[src/rtl/traffic_pkg.sv]
// Shared light-code constants, single-light bit positions and the lamp driver FSM states.
package traffic_pkg;

    localparam logic [1:0] LIGHT_RED    = 2'b00;
    localparam logic [1:0] LIGHT_YELLOW = 2'b01;
    localparam logic [1:0] LIGHT_GREEN  = 2'b10;
    localparam logic [1:0] LIGHT_FLASH  = 2'b11;

    localparam int SL_WALK_TV  = 0;
    localparam int SL_WALK_NN  = 1;
    localparam int SL_WALK_NS  = 2;
    localparam int SL_ARROW_TV = 3;
    localparam int SL_ARROW_NN = 4;
    localparam int SL_ARROW_NS = 5;

    typedef enum logic [1:0] {
        ST_NORMAL  = 2'd0,
        ST_FILTER  = 2'd1,
        ST_FAULT   = 2'd2,
        ST_RECOVER = 2'd3
    } drv_state_t;

    // Head code to {green, yellow, red}; flashing yellow follows the blink phase.
    function automatic logic [2:0] decode_head(input logic [1:0] code, input logic blink_on);
        logic [2:0] lamps;
        lamps = 3'b001;
        case (code)
            LIGHT_RED:    lamps = 3'b001;
            LIGHT_YELLOW: lamps = 3'b010;
            LIGHT_GREEN:  lamps = 3'b100;
            LIGHT_FLASH:  lamps = {1'b0, blink_on, 1'b0};
            default:      lamps = 3'b001;
        endcase
        return lamps;
    endfunction

endpackage

[src/rtl/lamp_safety_driver_if.sv]
// Controller-command and lamp-pin bundle between the traffic controller and the lamp driver.
interface lamp_safety_driver_if;
    logic [1:0] lightNN;
    logic [1:0] lightNS;
    logic [1:0] lightTv;
    logic [5:0] singleLights;
    logic       clearFault;
    logic [2:0] lampsNN;
    logic [2:0] lampsNS;
    logic [2:0] lampsTv;
    logic [2:0] walkLamps;
    logic [2:0] dontWalkLamps;
    logic [2:0] arrowLamps;
    logic       fault;
    logic [2:0] faultCode;

    modport master (
        output lightNN, lightNS, lightTv, singleLights, clearFault,
        input  lampsNN, lampsNS, lampsTv, walkLamps, dontWalkLamps, arrowLamps, fault, faultCode
    );

    modport slave (
        input  lightNN, lightNS, lightTv, singleLights, clearFault,
        output lampsNN, lampsNS, lampsTv, walkLamps, dontWalkLamps, arrowLamps, fault, faultCode
    );
endinterface

[src/rtl/blink_gen.sv]
// Free-running blink phase: blinkOn toggles every BLINK_HALF cycles, starting high out of reset.
module blink_gen #(
    parameter int unsigned BLINK_HALF = 25_000_000
) (
    input  logic clk,
    input  logic reset,
    output logic blinkOn
);
    localparam int CW = $clog2(BLINK_HALF - 1) + 1;

    logic [CW-1:0] r_blinkCnt;
    logic          r_blinkOn;

    always_ff @(posedge clk or posedge reset) begin
        if (reset) begin
            r_blinkCnt <= '0;
            r_blinkOn  <= 1'b1;
        end else if (r_blinkCnt == CW'(BLINK_HALF - 1)) begin
            r_blinkCnt <= '0;
            r_blinkOn  <= ~r_blinkOn;
        end else begin
            r_blinkCnt <= r_blinkCnt + 1'b1;
        end
    end

    assign blinkOn = r_blinkOn;
endmodule

[src/rtl/lamp_safety_driver.sv]
// Lamp decoder with conflict monitor: persistent unsafe commands latch a flashing-yellow fault
// that only an operator clear (followed by an all-red hold) can release.
module lamp_safety_driver
    import traffic_pkg::*;
#(
    parameter int unsigned BLINK_HALF      = 25_000_000,
    parameter int unsigned CONFLICT_FILTER = 4,
    parameter int unsigned ALLRED_CYCLES   = 50_000_000
) (
    input  logic                 clk,
    input  logic                 reset,
    lamp_safety_driver_if.slave  bus
);
    localparam int FW = $clog2(CONFLICT_FILTER) + 1;
    localparam int AW = $clog2(ALLRED_CYCLES - 1) + 1;

    drv_state_t r_state, w_stateNxt;
    logic [FW-1:0] r_filterCnt, w_filterNxt, w_filterInc;
    logic [AW-1:0] r_allRedCnt, w_allRedNxt;
    logic [2:0]    r_codeAcc, w_codeAccNxt;
    logic [2:0]    r_faultCode, w_faultCodeNxt;
    logic [2:0]    w_c;
    logic          w_conf, w_blinkOn;
    logic          w_tvNotRed, w_nnGo, w_nsGo, w_tvGo;
    logic [2:0]    w_lampsNN, w_lampsNS, w_lampsTv, w_walk, w_dontWalk, w_arrow;
    logic          w_fault;
    logic [2:0]    r_lampsNN, r_lampsNS, r_lampsTv, r_walk, r_dontWalk, r_arrow;
    logic          r_fault;

    blink_gen #(.BLINK_HALF(BLINK_HALF)) u_blink (
        .clk     (clk),
        .reset   (reset),
        .blinkOn (w_blinkOn)
    );

    // "Go" means green or yellow; flashing yellow only matters through the not-red test.
    assign w_tvNotRed = (bus.lightTv != LIGHT_RED);
    assign w_tvGo     = (bus.lightTv == LIGHT_GREEN) || (bus.lightTv == LIGHT_YELLOW);
    assign w_nnGo     = (bus.lightNN == LIGHT_GREEN) || (bus.lightNN == LIGHT_YELLOW);
    assign w_nsGo     = (bus.lightNS == LIGHT_GREEN) || (bus.lightNS == LIGHT_YELLOW);

    assign w_c[0] = w_tvNotRed && ((bus.lightNN != LIGHT_RED) || (bus.lightNS != LIGHT_RED));
    assign w_c[1] = (bus.singleLights[SL_WALK_TV] && w_tvGo)
                 || (bus.singleLights[SL_WALK_NN] && (w_nnGo || w_tvNotRed))
                 || (bus.singleLights[SL_WALK_NS] && (w_nsGo || w_tvNotRed));
    assign w_c[2] = (bus.singleLights[SL_ARROW_TV]
                     && ((bus.lightNN == LIGHT_GREEN) || (bus.lightNS == LIGHT_GREEN)))
                 || ((bus.singleLights[SL_ARROW_NN] || bus.singleLights[SL_ARROW_NS])
                     && (bus.lightTv == LIGHT_GREEN));
    assign w_conf = |w_c;
    assign w_filterInc = r_filterCnt + 1'b1;

    always_comb begin
        w_stateNxt     = r_state;
        w_filterNxt    = r_filterCnt;
        w_allRedNxt    = r_allRedCnt;
        w_codeAccNxt   = r_codeAcc;
        w_faultCodeNxt = r_faultCode;
        case (r_state)
            ST_NORMAL: begin
                if (w_conf) begin
                    if (CONFLICT_FILTER <= 1) begin
                        w_stateNxt     = ST_FAULT;
                        w_faultCodeNxt = w_c;
                    end else begin
                        w_stateNxt   = ST_FILTER;
                        w_filterNxt  = FW'(1);
                        w_codeAccNxt = w_c;
                    end
                end
            end
            ST_FILTER: begin
                if (!w_conf) begin
                    w_stateNxt   = ST_NORMAL;
                    w_filterNxt  = '0;
                    w_codeAccNxt = '0;
                end else if (w_filterInc == FW'(CONFLICT_FILTER)) begin
                    w_stateNxt     = ST_FAULT;
                    w_filterNxt    = '0;
                    w_codeAccNxt   = '0;
                    w_faultCodeNxt = r_codeAcc | w_c;
                end else begin
                    w_filterNxt  = w_filterInc;
                    w_codeAccNxt = r_codeAcc | w_c;
                end
            end
            ST_FAULT: begin
                if (bus.clearFault && !w_conf) begin
                    w_stateNxt  = ST_RECOVER;
                    w_allRedNxt = '0;
                end
            end
            ST_RECOVER: begin
                if (w_conf) begin
                    w_stateNxt     = ST_FAULT;
                    w_faultCodeNxt = r_faultCode | w_c;
                end else if (r_allRedCnt == AW'(ALLRED_CYCLES - 1)) begin
                    w_stateNxt     = ST_NORMAL;
                    w_allRedNxt    = '0;
                    w_faultCodeNxt = '0;
                end else begin
                    w_allRedNxt = r_allRedCnt + 1'b1;
                end
            end
            default: w_stateNxt = ST_NORMAL;
        endcase
    end

    // Lamp image follows the state being entered so the pins change together with the state.
    always_comb begin
        w_lampsNN  = 3'b001;
        w_lampsNS  = 3'b001;
        w_lampsTv  = 3'b001;
        w_walk     = 3'b000;
        w_dontWalk = 3'b111;
        w_arrow    = 3'b000;
        w_fault    = 1'b0;
        case (w_stateNxt)
            ST_NORMAL, ST_FILTER: begin
                w_lampsNN  = decode_head(bus.lightNN, w_blinkOn);
                w_lampsNS  = decode_head(bus.lightNS, w_blinkOn);
                w_lampsTv  = decode_head(bus.lightTv, w_blinkOn);
                w_walk     = bus.singleLights[SL_WALK_NS:SL_WALK_TV];
                w_dontWalk = ~bus.singleLights[SL_WALK_NS:SL_WALK_TV];
                w_arrow    = bus.singleLights[SL_ARROW_NS:SL_ARROW_TV];
            end
            ST_FAULT: begin
                w_lampsNN = {1'b0, w_blinkOn, 1'b0};
                w_lampsNS = {1'b0, w_blinkOn, 1'b0};
                w_lampsTv = {1'b0, w_blinkOn, 1'b0};
                w_fault   = 1'b1;
            end
            default: w_fault = 1'b1;
        endcase
    end

    always_ff @(posedge clk or posedge reset) begin
        if (reset) begin
            r_state     <= ST_NORMAL;
            r_filterCnt <= '0;
            r_allRedCnt <= '0;
            r_codeAcc   <= '0;
            r_faultCode <= '0;
            r_lampsNN   <= 3'b001;
            r_lampsNS   <= 3'b001;
            r_lampsTv   <= 3'b001;
            r_walk      <= 3'b000;
            r_dontWalk  <= 3'b111;
            r_arrow     <= 3'b000;
            r_fault     <= 1'b0;
        end else begin
            r_state     <= w_stateNxt;
            r_filterCnt <= w_filterNxt;
            r_allRedCnt <= w_allRedNxt;
            r_codeAcc   <= w_codeAccNxt;
            r_faultCode <= w_faultCodeNxt;
            r_lampsNN   <= w_lampsNN;
            r_lampsNS   <= w_lampsNS;
            r_lampsTv   <= w_lampsTv;
            r_walk      <= w_walk;
            r_dontWalk  <= w_dontWalk;
            r_arrow     <= w_arrow;
            r_fault     <= w_fault;
        end
    end

    assign bus.lampsNN       = r_lampsNN;
    assign bus.lampsNS       = r_lampsNS;
    assign bus.lampsTv       = r_lampsTv;
    assign bus.walkLamps     = r_walk;
    assign bus.dontWalkLamps = r_dontWalk;
    assign bus.arrowLamps    = r_arrow;
    assign bus.fault         = r_fault;
    assign bus.faultCode     = r_faultCode;
endmodule

[src/flat_wrapper.sv]
// flat-port wrapper written by rule: the top's interface ports become plain ports
module lamp_safety_driver_flat import traffic_pkg::*;
#(
    parameter int unsigned BLINK_HALF      = 25_000_000,
    parameter int unsigned CONFLICT_FILTER = 4,
    parameter int unsigned ALLRED_CYCLES   = 50_000_000
)
  (clk, reset, bus_lightNN, bus_lightNS, bus_lightTv, bus_singleLights, bus_clearFault, bus_lampsNN, bus_lampsNS, bus_lampsTv, bus_walkLamps, bus_dontWalkLamps, bus_arrowLamps, bus_fault, bus_faultCode);
  lamp_safety_driver_if bus_i ();
  input  logic clk;
  input  logic reset;
  input wire logic [$bits(bus_i.lightNN)-1:0] bus_lightNN;
  input wire logic [$bits(bus_i.lightNS)-1:0] bus_lightNS;
  input wire logic [$bits(bus_i.lightTv)-1:0] bus_lightTv;
  input wire logic [$bits(bus_i.singleLights)-1:0] bus_singleLights;
  input wire logic [$bits(bus_i.clearFault)-1:0] bus_clearFault;
  output wire logic [$bits(bus_i.lampsNN)-1:0] bus_lampsNN;
  output wire logic [$bits(bus_i.lampsNS)-1:0] bus_lampsNS;
  output wire logic [$bits(bus_i.lampsTv)-1:0] bus_lampsTv;
  output wire logic [$bits(bus_i.walkLamps)-1:0] bus_walkLamps;
  output wire logic [$bits(bus_i.dontWalkLamps)-1:0] bus_dontWalkLamps;
  output wire logic [$bits(bus_i.arrowLamps)-1:0] bus_arrowLamps;
  output wire logic [$bits(bus_i.fault)-1:0] bus_fault;
  output wire logic [$bits(bus_i.faultCode)-1:0] bus_faultCode;
  assign bus_i.lightNN = bus_lightNN;
  assign bus_i.lightNS = bus_lightNS;
  assign bus_i.lightTv = bus_lightTv;
  assign bus_i.singleLights = bus_singleLights;
  assign bus_i.clearFault = bus_clearFault;
  assign bus_lampsNN = bus_i.lampsNN;
  assign bus_lampsNS = bus_i.lampsNS;
  assign bus_lampsTv = bus_i.lampsTv;
  assign bus_walkLamps = bus_i.walkLamps;
  assign bus_dontWalkLamps = bus_i.dontWalkLamps;
  assign bus_arrowLamps = bus_i.arrowLamps;
  assign bus_fault = bus_i.fault;
  assign bus_faultCode = bus_i.faultCode;
  lamp_safety_driver #(.BLINK_HALF(BLINK_HALF), .CONFLICT_FILTER(CONFLICT_FILTER), .ALLRED_CYCLES(ALLRED_CYCLES)) u_core (.clk(clk), .reset(reset), .bus(bus_i));
endmodule
[config.mk]
export PLATFORM = sky130hd
export DESIGN_NAME = lamp_safety_driver_flat
export DESIGN_NICKNAME = d
export VERILOG_FILES = /design/src/rtl/traffic_pkg.sv /design/src/rtl/lamp_safety_driver_if.sv /design/src/rtl/blink_gen.sv /design/src/rtl/lamp_safety_driver.sv /design/src/flat_wrapper.sv
export SDC_FILE = /design/constraint.sdc
export NUM_CORES = 1
export LEC_CHECK = 0
export CAP_MARGIN = 20
export CORE_ASPECT_RATIO = 0.7
export CORE_MARGIN = 2
export CORE_UTILIZATION = 60
export DETAILED_ROUTE_END_ITERATION = 6
export DONT_BUFFER_PORTS = 1
export PLACE_DENSITY = 0.8
export RECOVER_POWER = 25
export SYNTH_ARGS = -nofsm -noshare
export SYNTH_HDL_FRONTEND = slang
export SYNTH_SLANG_ARGS = --single-unit
[constraint.sdc]
create_clock -name clk -period 3.3 [get_ports clk]
set_clock_uncertainty 0.15 [all_clocks]
set_input_delay 0.825 -clock clk [delete_from_list [all_inputs] [get_ports clk]]
set_output_delay 0.825 -clock clk [all_outputs]
set_load 0.02 [all_outputs]
* Word level (Yosys, flattened, before mapping)
Cells that the tools add are included.
** Storage, ports and cells
- Input port bits :: 15
- Register bits :: 84
- Logic and storage cells :: 114
** Cells by class
- Reductions and logical operators :: 35
- Equal/unequal tests :: 23
- Add/subtract/negate cells :: 3
- Bitwise gates (word level) :: 4
- Multiplexer cells :: 35
** Operator list (count)
- $mux W27 :: 3
- $pmux W27 S2 :: 1
- $mux W3 :: 13
- $pmux W3 S2 :: 6
- $pmux W3 S4 :: 3
- $add A27 B1 Y27 const B :: 1
- $eq A27 B26 Y1 const B :: 1
- $add A26 B1 Y26 const B :: 1
- $eq A26 B25 Y1 const B :: 1
- $mux W26 :: 1
- $eq A2 B2 Y1 const B :: 9
- $mux W2 :: 6
- $reduce_bool A2 Y1 :: 6
- $logic_or A1 B1 Y1 :: 11
- $eq A2 B1 Y1 const B :: 5
- $logic_not A2 Y1 :: 5
- $ne A2 B1 Y1 const B :: 4
- $pmux W2 S4 :: 1
- $logic_and A1 B1 Y1 :: 7
- $or A3 B3 Y3 :: 2
- $reduce_and A4 Y1 :: 1
- $add A3 B1 Y3 const B :: 1
- $eq A3 B3 Y1 const B :: 1
- $ne A3 B1 Y1 const B :: 1
- 9 further kinds :: 9

* Longest topological paths before layout
Gate-level depths: netlist of the first run.
- Word-level depth :: 14
- Mapped depth :: 9

* By module
From an unflattened synthesis of the first run, not the netlist that was laid out.
** Unflattened totals
- Cells, all modules :: 446
- Area, all modules :: 4395.5 um^2
** By module, submodules not included
- lamp_safety_driver :: cells an instance 318, area each 3057.9 um^2, times used 1
- blink_gen :: cells an instance 128, area each 1337.5 um^2, times used 1

* Worst setup path after synthesis of the first run
OpenSTA, ideal clock, no wires.
- Path kind :: in2reg
- From :: input bus_lightNS[0]
- To :: register u_core.r_allRedCnt[22]
- Setup slack :: 0.157 ns
- Stages :: 8
- Required time :: 3.073 ns
- Data arrival time :: 2.916 ns
- Library setup time :: 0.077 ns
- Cell sequence :: inv_1 ha_1 or2b_1 a221o_1 or3_4 buf_6 or4b_1 a21oi_1
** Between the ends
- Word-level cells in the longest chain between the ends :: 10
** Ends and longest elaborated chain
- start, declared :: RTL line flat_wrapper.sv:13 : input wire logic [$bits(bus_i.lightNS)-1:0] bus_lightNS;
- $eq A2 B2 Y1 / $eq A2 B1 Y1 (equally long branches) :: RTL line lamp_safety_driver.sv:40, lamp_safety_driver.sv:47
- $logic_or A1 B1 Y1 :: RTL line lamp_safety_driver.sv:40 : assign w_nsGo = (bus.lightNS == LIGHT_GREEN) || (bus.lightNS == LIGHT_YELLOW);
- $logic_or A1 B1 Y1 :: RTL line lamp_safety_driver.sv:45 : || (bus.singleLights[SL_WALK_NS] && (w_nsGo || w_tvNotRed));
- $logic_and A1 B1 Y1 :: RTL line lamp_safety_driver.sv:45
- $logic_or A1 B1 Y1 :: RTL line lamp_safety_driver.sv:45
- $reduce_or A3 Y1 (*) :: RTL line lamp_safety_driver.sv:50 : assign w_conf = |w_c;
- $logic_not A1 Y1
- $logic_and A1 B1 Y1 :: RTL line lamp_safety_driver.sv:88 : if (bus.clearFault && !w_conf) begin
- $ne A2 B1 Y1 (no source line)
- $reduce_and A3 Y1 (no source line) (*)
- end signal, assigned :: RTL line lamp_safety_driver.sv:154 : r_allRedCnt <= w_allRedNxt;
- end, declared :: RTL line lamp_safety_driver.sv:19 : logic [AW-1:0] r_allRedCnt, w_allRedNxt;
Every way passes the cells marked *; elsewhere a longest branch is shown, timed or not.
A chain may end at the register's enable or synchronous reset.

* Worst setup path after layout of the first run
- From :: input bus_lightNN[0]
- To :: register u_core.r_allRedCnt[21]
** Between the ends
- Word-level cells in the longest chain between the ends :: 11
** Ends and longest elaborated chain
- start, declared :: RTL line flat_wrapper.sv:12 : input wire logic [$bits(bus_i.lightNN)-1:0] bus_lightNN;
- $eq A2 B2 Y1 / $eq A2 B1 Y1 (equally long branches) :: RTL line lamp_safety_driver.sv:39, lamp_safety_driver.sv:47
- $logic_or A1 B1 Y1 :: RTL line lamp_safety_driver.sv:39 : assign w_nnGo = (bus.lightNN == LIGHT_GREEN) || (bus.lightNN == LIGHT_YELLOW);
- $logic_or A1 B1 Y1 :: RTL line lamp_safety_driver.sv:44 : || (bus.singleLights[SL_WALK_NN] && (w_nnGo || w_tvNotRed))
- $logic_and A1 B1 Y1 :: RTL line lamp_safety_driver.sv:44
- $logic_or A1 B1 Y1 :: RTL line lamp_safety_driver.sv:44
- $logic_or A1 B1 Y1 :: RTL line lamp_safety_driver.sv:45
- $reduce_or A3 Y1 (*) :: RTL line lamp_safety_driver.sv:50
- $logic_not A1 Y1
- $logic_and A1 B1 Y1 :: RTL line lamp_safety_driver.sv:88
- $ne A2 B1 Y1 (no source line)
- $reduce_and A3 Y1 (no source line) (*)
Marks and branches as above.

==> impl_results.md, run 1 <==
* Most frequent cell after synthesis: dfrtp_1
* Post-Syn Area per Cell at between 9 and 10 um^2
* Slew @ Worst Pin at 1.98 ns
* Syn nets at 465
* Final RePlAce weighted congestion at between 0.8 and 0.9
* Yosys cell types at 52
* Gr usage total at 0.260
* Clock Latency Late Sink at 0.35 ns
* Vias/cell at roughly 6.2
* Clock Tree Buf Depth at 2
* Proportion of layout cells with a drive suffix above 1 at 0.0958
* Fin crit period at approximately 3.1 ns
* Clock share of power at 0.407
* Worst Setup SP: bus_lightNN[0]
* # rows at 25
* DRT iter0 DRCs at 291
* MaxCap Viol Count at 1
* Worst vdd ir at 247 uV
* Primary FF master, synth: dfrtp_1
* Antenna fix cells at 0
* Die ar. at between 7000 and 8000 um^2
* Highest metal used: met4
* Comb power frac at 0.055
* Switching power at between 400 and 500 uW
* Mapped Cells at between 400 and 500
* Worst-path clk slew at ~0.08 ns
* DRC at 0
* Initial antenna violation count at 0
* EDFF count, synth at 0
* Top cells by count, synth: dfrtp_1, nor2_1, nand2_1
* Initial Utilization at 0.630
* M1 WL at about 4300 um
* CTS root buffer: clkbuf_8
* Setup Viol. Count Final at 0
* RSZ-0062 raised after global routing: no
* WP data required at between 3 and 4 ns
* Clock buffer count from CTS at 9
* CP Capture Type: flop
* Mapped cell area at 4320 um^2
* DRT Pass-1 Iters at 5
* WL met2 at about 4200 um
* Rel. slew slack at -0.321
* Post-CTS resize count at 0
* NumNets Final at between 400 and 500
* R2R cell count at 5
* Congestion Overflow GR at 0
* Routed WL at about 9500 um
* Post-CTS Setup Bufs at 0
* P_int at approximately 1.5 mW
* Leak pwr at about 2.0 nW
* Status: finished with violations
* Top-area cell type share of the netlist area at 0.446
* Seq pwr share at 0.538
* Worst hold slack at 0.334 ns
* Die X-Extent at 105 um
* Sink Count at 84
* Startpoint types: primary input
* Ports at 37
* Vias in the first global route at ~3200
* Final worst slack at 0.227 ns
* Die height at 75.0 um
* Core Box Area at around 6900 um^2
* Htree depth at 3
* Failing checks: capacitance limit, slew limit
* Crit-path max FO at 16
* PD cells at roughly 420 nW/um^2
* Drt wl/cell at between 15 and 20 um
* Antenna violation net count after detailed routing at 0
* WP data arrival at around 3.2 ns
* Met3 routed WL at 862 um
* Net Sw Frac at 0.230
* Via Count at 3384
* # hold bufs at CTS at 0
* Flops & latches, synth at 84
* Cell taking the most area after synthesis: dfrtp_1
* Register area share after synthesis at 0.489
* Count of pins over their slew limit at 85
* Final hold violations at 0
* WS Path Type: primary input to flop
* Reg-to-reg slack, setup at about 0.57 ns
* First-pass GRT wire length at 15800 um
* Hold WC Path Type: flop to flop
* Worst reg2reg path startpoint: u_core.r_allRedCnt[16]
* Max Fclk at between 0.3 and 0.4 GHz
* Critical Path Sink: u_core.r_allRedCnt[21]
* Post-synth ARST share at 1.00
* Largest net degree at the start of global routing at 85
* Warnings from Yosys at 0
* CTS tree: done
* RR Endpoint: u_core.bus.faultCode[0]
* Area Overhead vs Synth at 9.16%
* Post-Place Worst Slack at -0.0851 ns
* Top area cells in the synthesized netlist: dfrtp_1, xnor2_1, ha_1, dfstp_2, nor2_1
* Fin crit share at 0.931
* Hpwl dp at 6790 um
* IO buf count at 0
==> metal layers <==
metal,global-route usage,vias to the layer above
li1,-,1573
met4,0.0726,0
met1,0.370,1635
met3,0.0779,17
met5,0,-
met2,0.395,159
==> cell type report <==
cell class                      instances  area, um^2
Clock buffer                           11         141
Clock inverter                          5        82.6
Fill cell                             500        2140
Inverter                               22        83.8
Multi-Input combinational cell        311        2050
Sequential cell                        84        2110
Tap cell                               94         118
Timing Repair Buffer                   16         130
==> worst max-delay path, cell delays in order <==
cell       delay, ns
inv_1           0.03
ha_1            0.23
o21ai_0         0.34
o2111ai_1       0.40
or3_1           0.45
buf_4           0.20
or4_1           0.53
a21oi_1         0.19
==> power by group through the flow <==
stage | Clock [mW] | Sequential, mW | Combinational [mW]
detailed placement | 0 | 1.09 | 0.111
global route | 0.871 | 1.08 | 0.125
finish | 0.813 | 1.08 | 0.110
CTS | 0.825 | 1.07 | 0.113
global placement | 0 | 1.09 | 0.107
floorplan | 0 | 1.09 | 0.0778
==> state kept, by name (all words and copies together), names as in the netlist, 2 cells and up <==
register and cells:
u_core.r_state 2, u_core.bus.lampsNN 3, u_core.bus.faultCode 3, u_core.u_blink.r_blinkCnt 26, u_core.bus.lampsNS 3, u_core.bus.lampsTv 3, u_core.r_filterCnt 3, u_core.bus.arrowLamps 3
u_core.r_codeAcc 3, u_core.bus.dontWalkLamps 3, u_core.r_allRedCnt 27, u_core.bus.walkLamps 3
==> cell usage in the layout (no fill, tap or decap), drive strengths merged, types with 4 or more instances in the layout <==
cell | synthesis | layout
a21oi | 24 | 24
nand2 | 32 | 32
or3 | 7 | 7
xor2 | 7 | 7
and4 | 4 | 4
nor3 | 8 | 8
and2 | 16 | 16
or4 | 12 | 12
dfrtp | 77 | 77
buf | 6 | 15
ha | 16 | 16
a21o | 5 | 5
nand4 | 14 | 14
a221o | 4 | 4
clkbuf | 11 | 12
o31ai | 14 | 14
nor2b | 4 | 4
xnor2 | 27 | 27
inv | 22 | 23
nor4 | 9 | 9
nor2 | 41 | 41
o21ai | 9 | 9
nand3 | 16 | 16
dfstp | 7 | 7
==> cell families after synthesis <==
group                      after synthesis  synth area share
and+or+nand+nor                        178             0.224
DFF                                     84             0.489
AOI/OAI and AO/OA                       82             0.132
buffers and inverters                   39            0.0371
xor gates and xnor gates                34            0.0690
adders and majority gates               16            0.0464
muxes                                    1           0.00232
==> metrics by stage <==
step	cells	utilization	total power [mW]	area, um^2	setup TNS (ns)
after floorplan	434	-	1.17	4320	0
after global placement	527	0.657	1.20	4500	0
after detailed placement	527	0.657	1.21	4500	-0.268
after CTS	543	0.690	2.01	4730	0
after global routing	543	0.688	2.07	4710	0
final	543	0.688	2.00	4710	0
==> worst min-delay path by stage <==
stage | from | cells past startpoint | to | slack, ns
after detailed placement | u_core.u_blink.r_blinkCnt[25] | 1 | u_core.u_blink.r_blinkCnt[25] | 0.32
after floorplan | u_core.u_blink.r_blinkCnt[25] | 1 | u_core.u_blink.r_blinkCnt[25] | 0.30
after global placement | u_core.u_blink.r_blinkCnt[25] | 1 | u_core.u_blink.r_blinkCnt[25] | 0.32
final | u_core.u_blink.r_blinkCnt[25] | 1 | u_core.u_blink.r_blinkCnt[25] | 0.33
after global routing | bus_singleLights[0] | 1 | u_core.bus.dontWalkLamps[0] | 0.34
after CTS | reset | 2 | u_core.bus.walkLamps[0] | 0.31
Note: power is estimated with default switching activity, not from simulation.
==> run 2, diff against run 1 <==
--- a/config.mk
+++ b/config.mk
@@ -12,7 +12,7 @@
 export DETAILED_ROUTE_END_ITERATION = 6
 export DONT_BUFFER_PORTS = 1
 export PLACE_DENSITY = 0.8
-export RECOVER_POWER = 25
+export RECOVER_POWER = 100
 export SYNTH_ARGS = -nofsm -noshare
 export SYNTH_HDL_FRONTEND = slang
 export SYNTH_SLANG_ARGS = --single-unit
==> run 2 against run 1 <==
Count of clock-buffer cells in the layout unchanged. The flow still finishes with violations (capacitance limit, slew limit). Setup slack worse by 0.022 ns. Via count down 0.12%. Final area down 0.82%. Wire length about the same. Combinational power about the same. Clock power about the same. Critical path type unchanged. Largest power group unchanged. Fmax down 0.70%. Cell count unchanged.
==> impl_results.md, run 2 (same netlist as run 1, synthesis figures left out) <==
* Cells along the critical path: inv_1 -> ha_1 -> o21ai_0 -> o2111ai_1 -> or3_1 -> buf_4 -> or4_1 -> a21oi_1
* Gr usage total at 0.260
* Crit-path max FO at 16
* CTS root buffer: clkbuf_8
* Via Count at approximately 3400
* Die X-Extent at ~110 um
* Leading cell type in the layout, fill and taps excluded: dfrtp_1
* Final hold violations at 0
* Startpoint types: primary input
* Fin crit share at 0.938
* Proportion of layout cells with a drive suffix above 1 at 0.0690
* IO buf count at 0
* Sink Count at 84
* Slew @ Worst Pin at 1.98 ns
* Tot Pwr at ~2.0 mW
* Clock Latency Late Sink at between 0.3 and 0.4 ns
* WS Path Type: primary input to flop
* PD cells at ~430 nW/um^2
* DRT Pass-1 Iters at 5
* Largest registers: u_core.r_allRedCnt: 27 flops, u_core.u_blink.r_blinkCnt: 26 flops
* Largest net degree at the start of global routing at 85
* Max Fclk at 0.323 GHz
* Post-CTS Setup Bufs at 0
* Most frequent cells in the layout: dfrtp_1, nor2_1, nand2_1, xnor2_1, a21oi_1
* WP data required at about 3.4 ns
* Congestion Overflow GR at 0
* Storage cell area at approximately 2100 um^2
* Max reg flops at 27
* Slowest stage delay, CP at about 0.52 ns
* Drt wl/cell at 17.5 um
* Final RePlAce weighted congestion at 0.822
* Antenna fix cells at 0
* Fin crit period at approximately 3.1 ns
* Setup TNS at 0 ns
* Clock Tree Buf Depth at 2
* RSZ-0062 raised after global routing: no
* First-pass GRT wire length at between 15000 and 20000 um
* Design area at 4670 um^2
* Cell Area, Placed at ~4500 um^2
* Leak pwr at around 2 nW
* Rel. slew slack at -0.322
* Failing checks: capacitance limit, slew limit
* DRC at 0
* # rows at 25
* Hold WC Path Type: flop to flop
* CP Capture Type: flop
* NumNets Final at 475
* Antenna violation net count after detailed routing at 0
* Htree depth at 3
* Initial antenna violation count at 0
* Initial Utilization at 0.630
* CTS tree: done
* Routed WL at 9480 um
* Die height at between 70 and 80 um
* MaxCap Viol Count at 1
* Die ar. at 7900 um^2
* Ports at 37
* Vias/cell at 6.22
* Fillers at 507
* Post-CTS resize count at 0
* Clock buffer count from CTS at 9
* Status: finished with violations
* Area Overhead vs Synth at 8.26%
* Worst hold slack at between 0.3 and 0.4 ns
* Slowest cell on crit path: or4_1
* Core Box Area at ~7000 um^2
* Setup Viol. Count Final at 0
* Worst vdd ir at 247 uV
* # hold bufs at CTS at 0
* Hpwl dp at a little under 7000 um
* Footprint of the multi-input gates at slightly above 2000 um^2
* Worst-path clk slew at 0.08 ns
* WP data arrival at 3.20 ns
* Count of pins over their slew limit at 85
* Register with the most flip-flops: u_core.r_allRedCnt
* DRT iter0 DRCs at between 200 and 300
* Vias in the first global route at approximately 3200
==> run 2: cell types whose count changed in the layout (fill, tap and decap cells not counted), sizes merged <==
cell,previous run,this run
buf,15,9
clkbuf,12,18
==> run 2: where the power goes <==
group          switching, mW  internal, mW  total (mW)
clock                  0.360         0.452       0.812
combinational         0.0707        0.0373       0.108
sequential            0.0266          1.05        1.07
total                  0.458          1.54        1.99
==> run 2: layout make-up <==
type                       instances  share of cell area
clock buffer                      11              0.0303
clock inverter                     5              0.0177
inverter                          22              0.0179
multi-input combinational        311               0.437
sequential                        84               0.452
tap                               94              0.0252
timing repair buffer              16              0.0206
==> run 2: path summary, 6_finish.rpt <==
kind	to	depth (start not counted)	from	slack (ns)
worst max-delay path	u_core.r_allRedCnt[21]	8	bus_lightNN[0]	0.21
worst min-delay path	u_core.u_blink.r_blinkCnt[25]	1	u_core.u_blink.r_blinkCnt[25]	0.33
worst max register to register	u_core.bus.lampsNN[1]	6	u_core.r_allRedCnt[16]	0.26
worst min register to register	u_core.u_blink.r_blinkCnt[25]	1	u_core.u_blink.r_blinkCnt[25]	0.33
max in group asynchronous	u_core.r_allRedCnt[7]	2	reset	0.91
min in group asynchronous	u_core.bus.walkLamps[0]	2	reset	0.90
==> run 2: worst max-delay path, delay by kind of cell <==
family / cells / cell delay (ns)
and+or+nand+nor: 2 / 0.97
AOI/OAI and AO/OA: 3 / 0.94
buffers and inverters: 2 / 0.23
adders and majority gates: 1 / 0.23
==> run 2: layer usage <==
layer  share of wire  vias to the layer above  wire length (um)  global-route usage
met5               0                        -                 0                   0
met2            0.44                      154              4200               0.395
met1            0.46                     1634              4360               0.370
met3           0.086                       12               813              0.0779
met4           0.012                        0               112              0.0726
li1                -                     1580                 -                   -
==> run 2: through the flow <==
stage / worst slack, ns / util / cells
3_3_place_gp: 0.117 / 0.657 / 527
3_5_place_dp: -0.0851 / 0.657 / 527
5_1_grt: 0.0388 / 0.682 / 543
6_report: 0.206 / 0.682 / 543
2_1_floorplan: 0.157 / - / 434
4_1_cts: 0.293 / 0.690 / 543
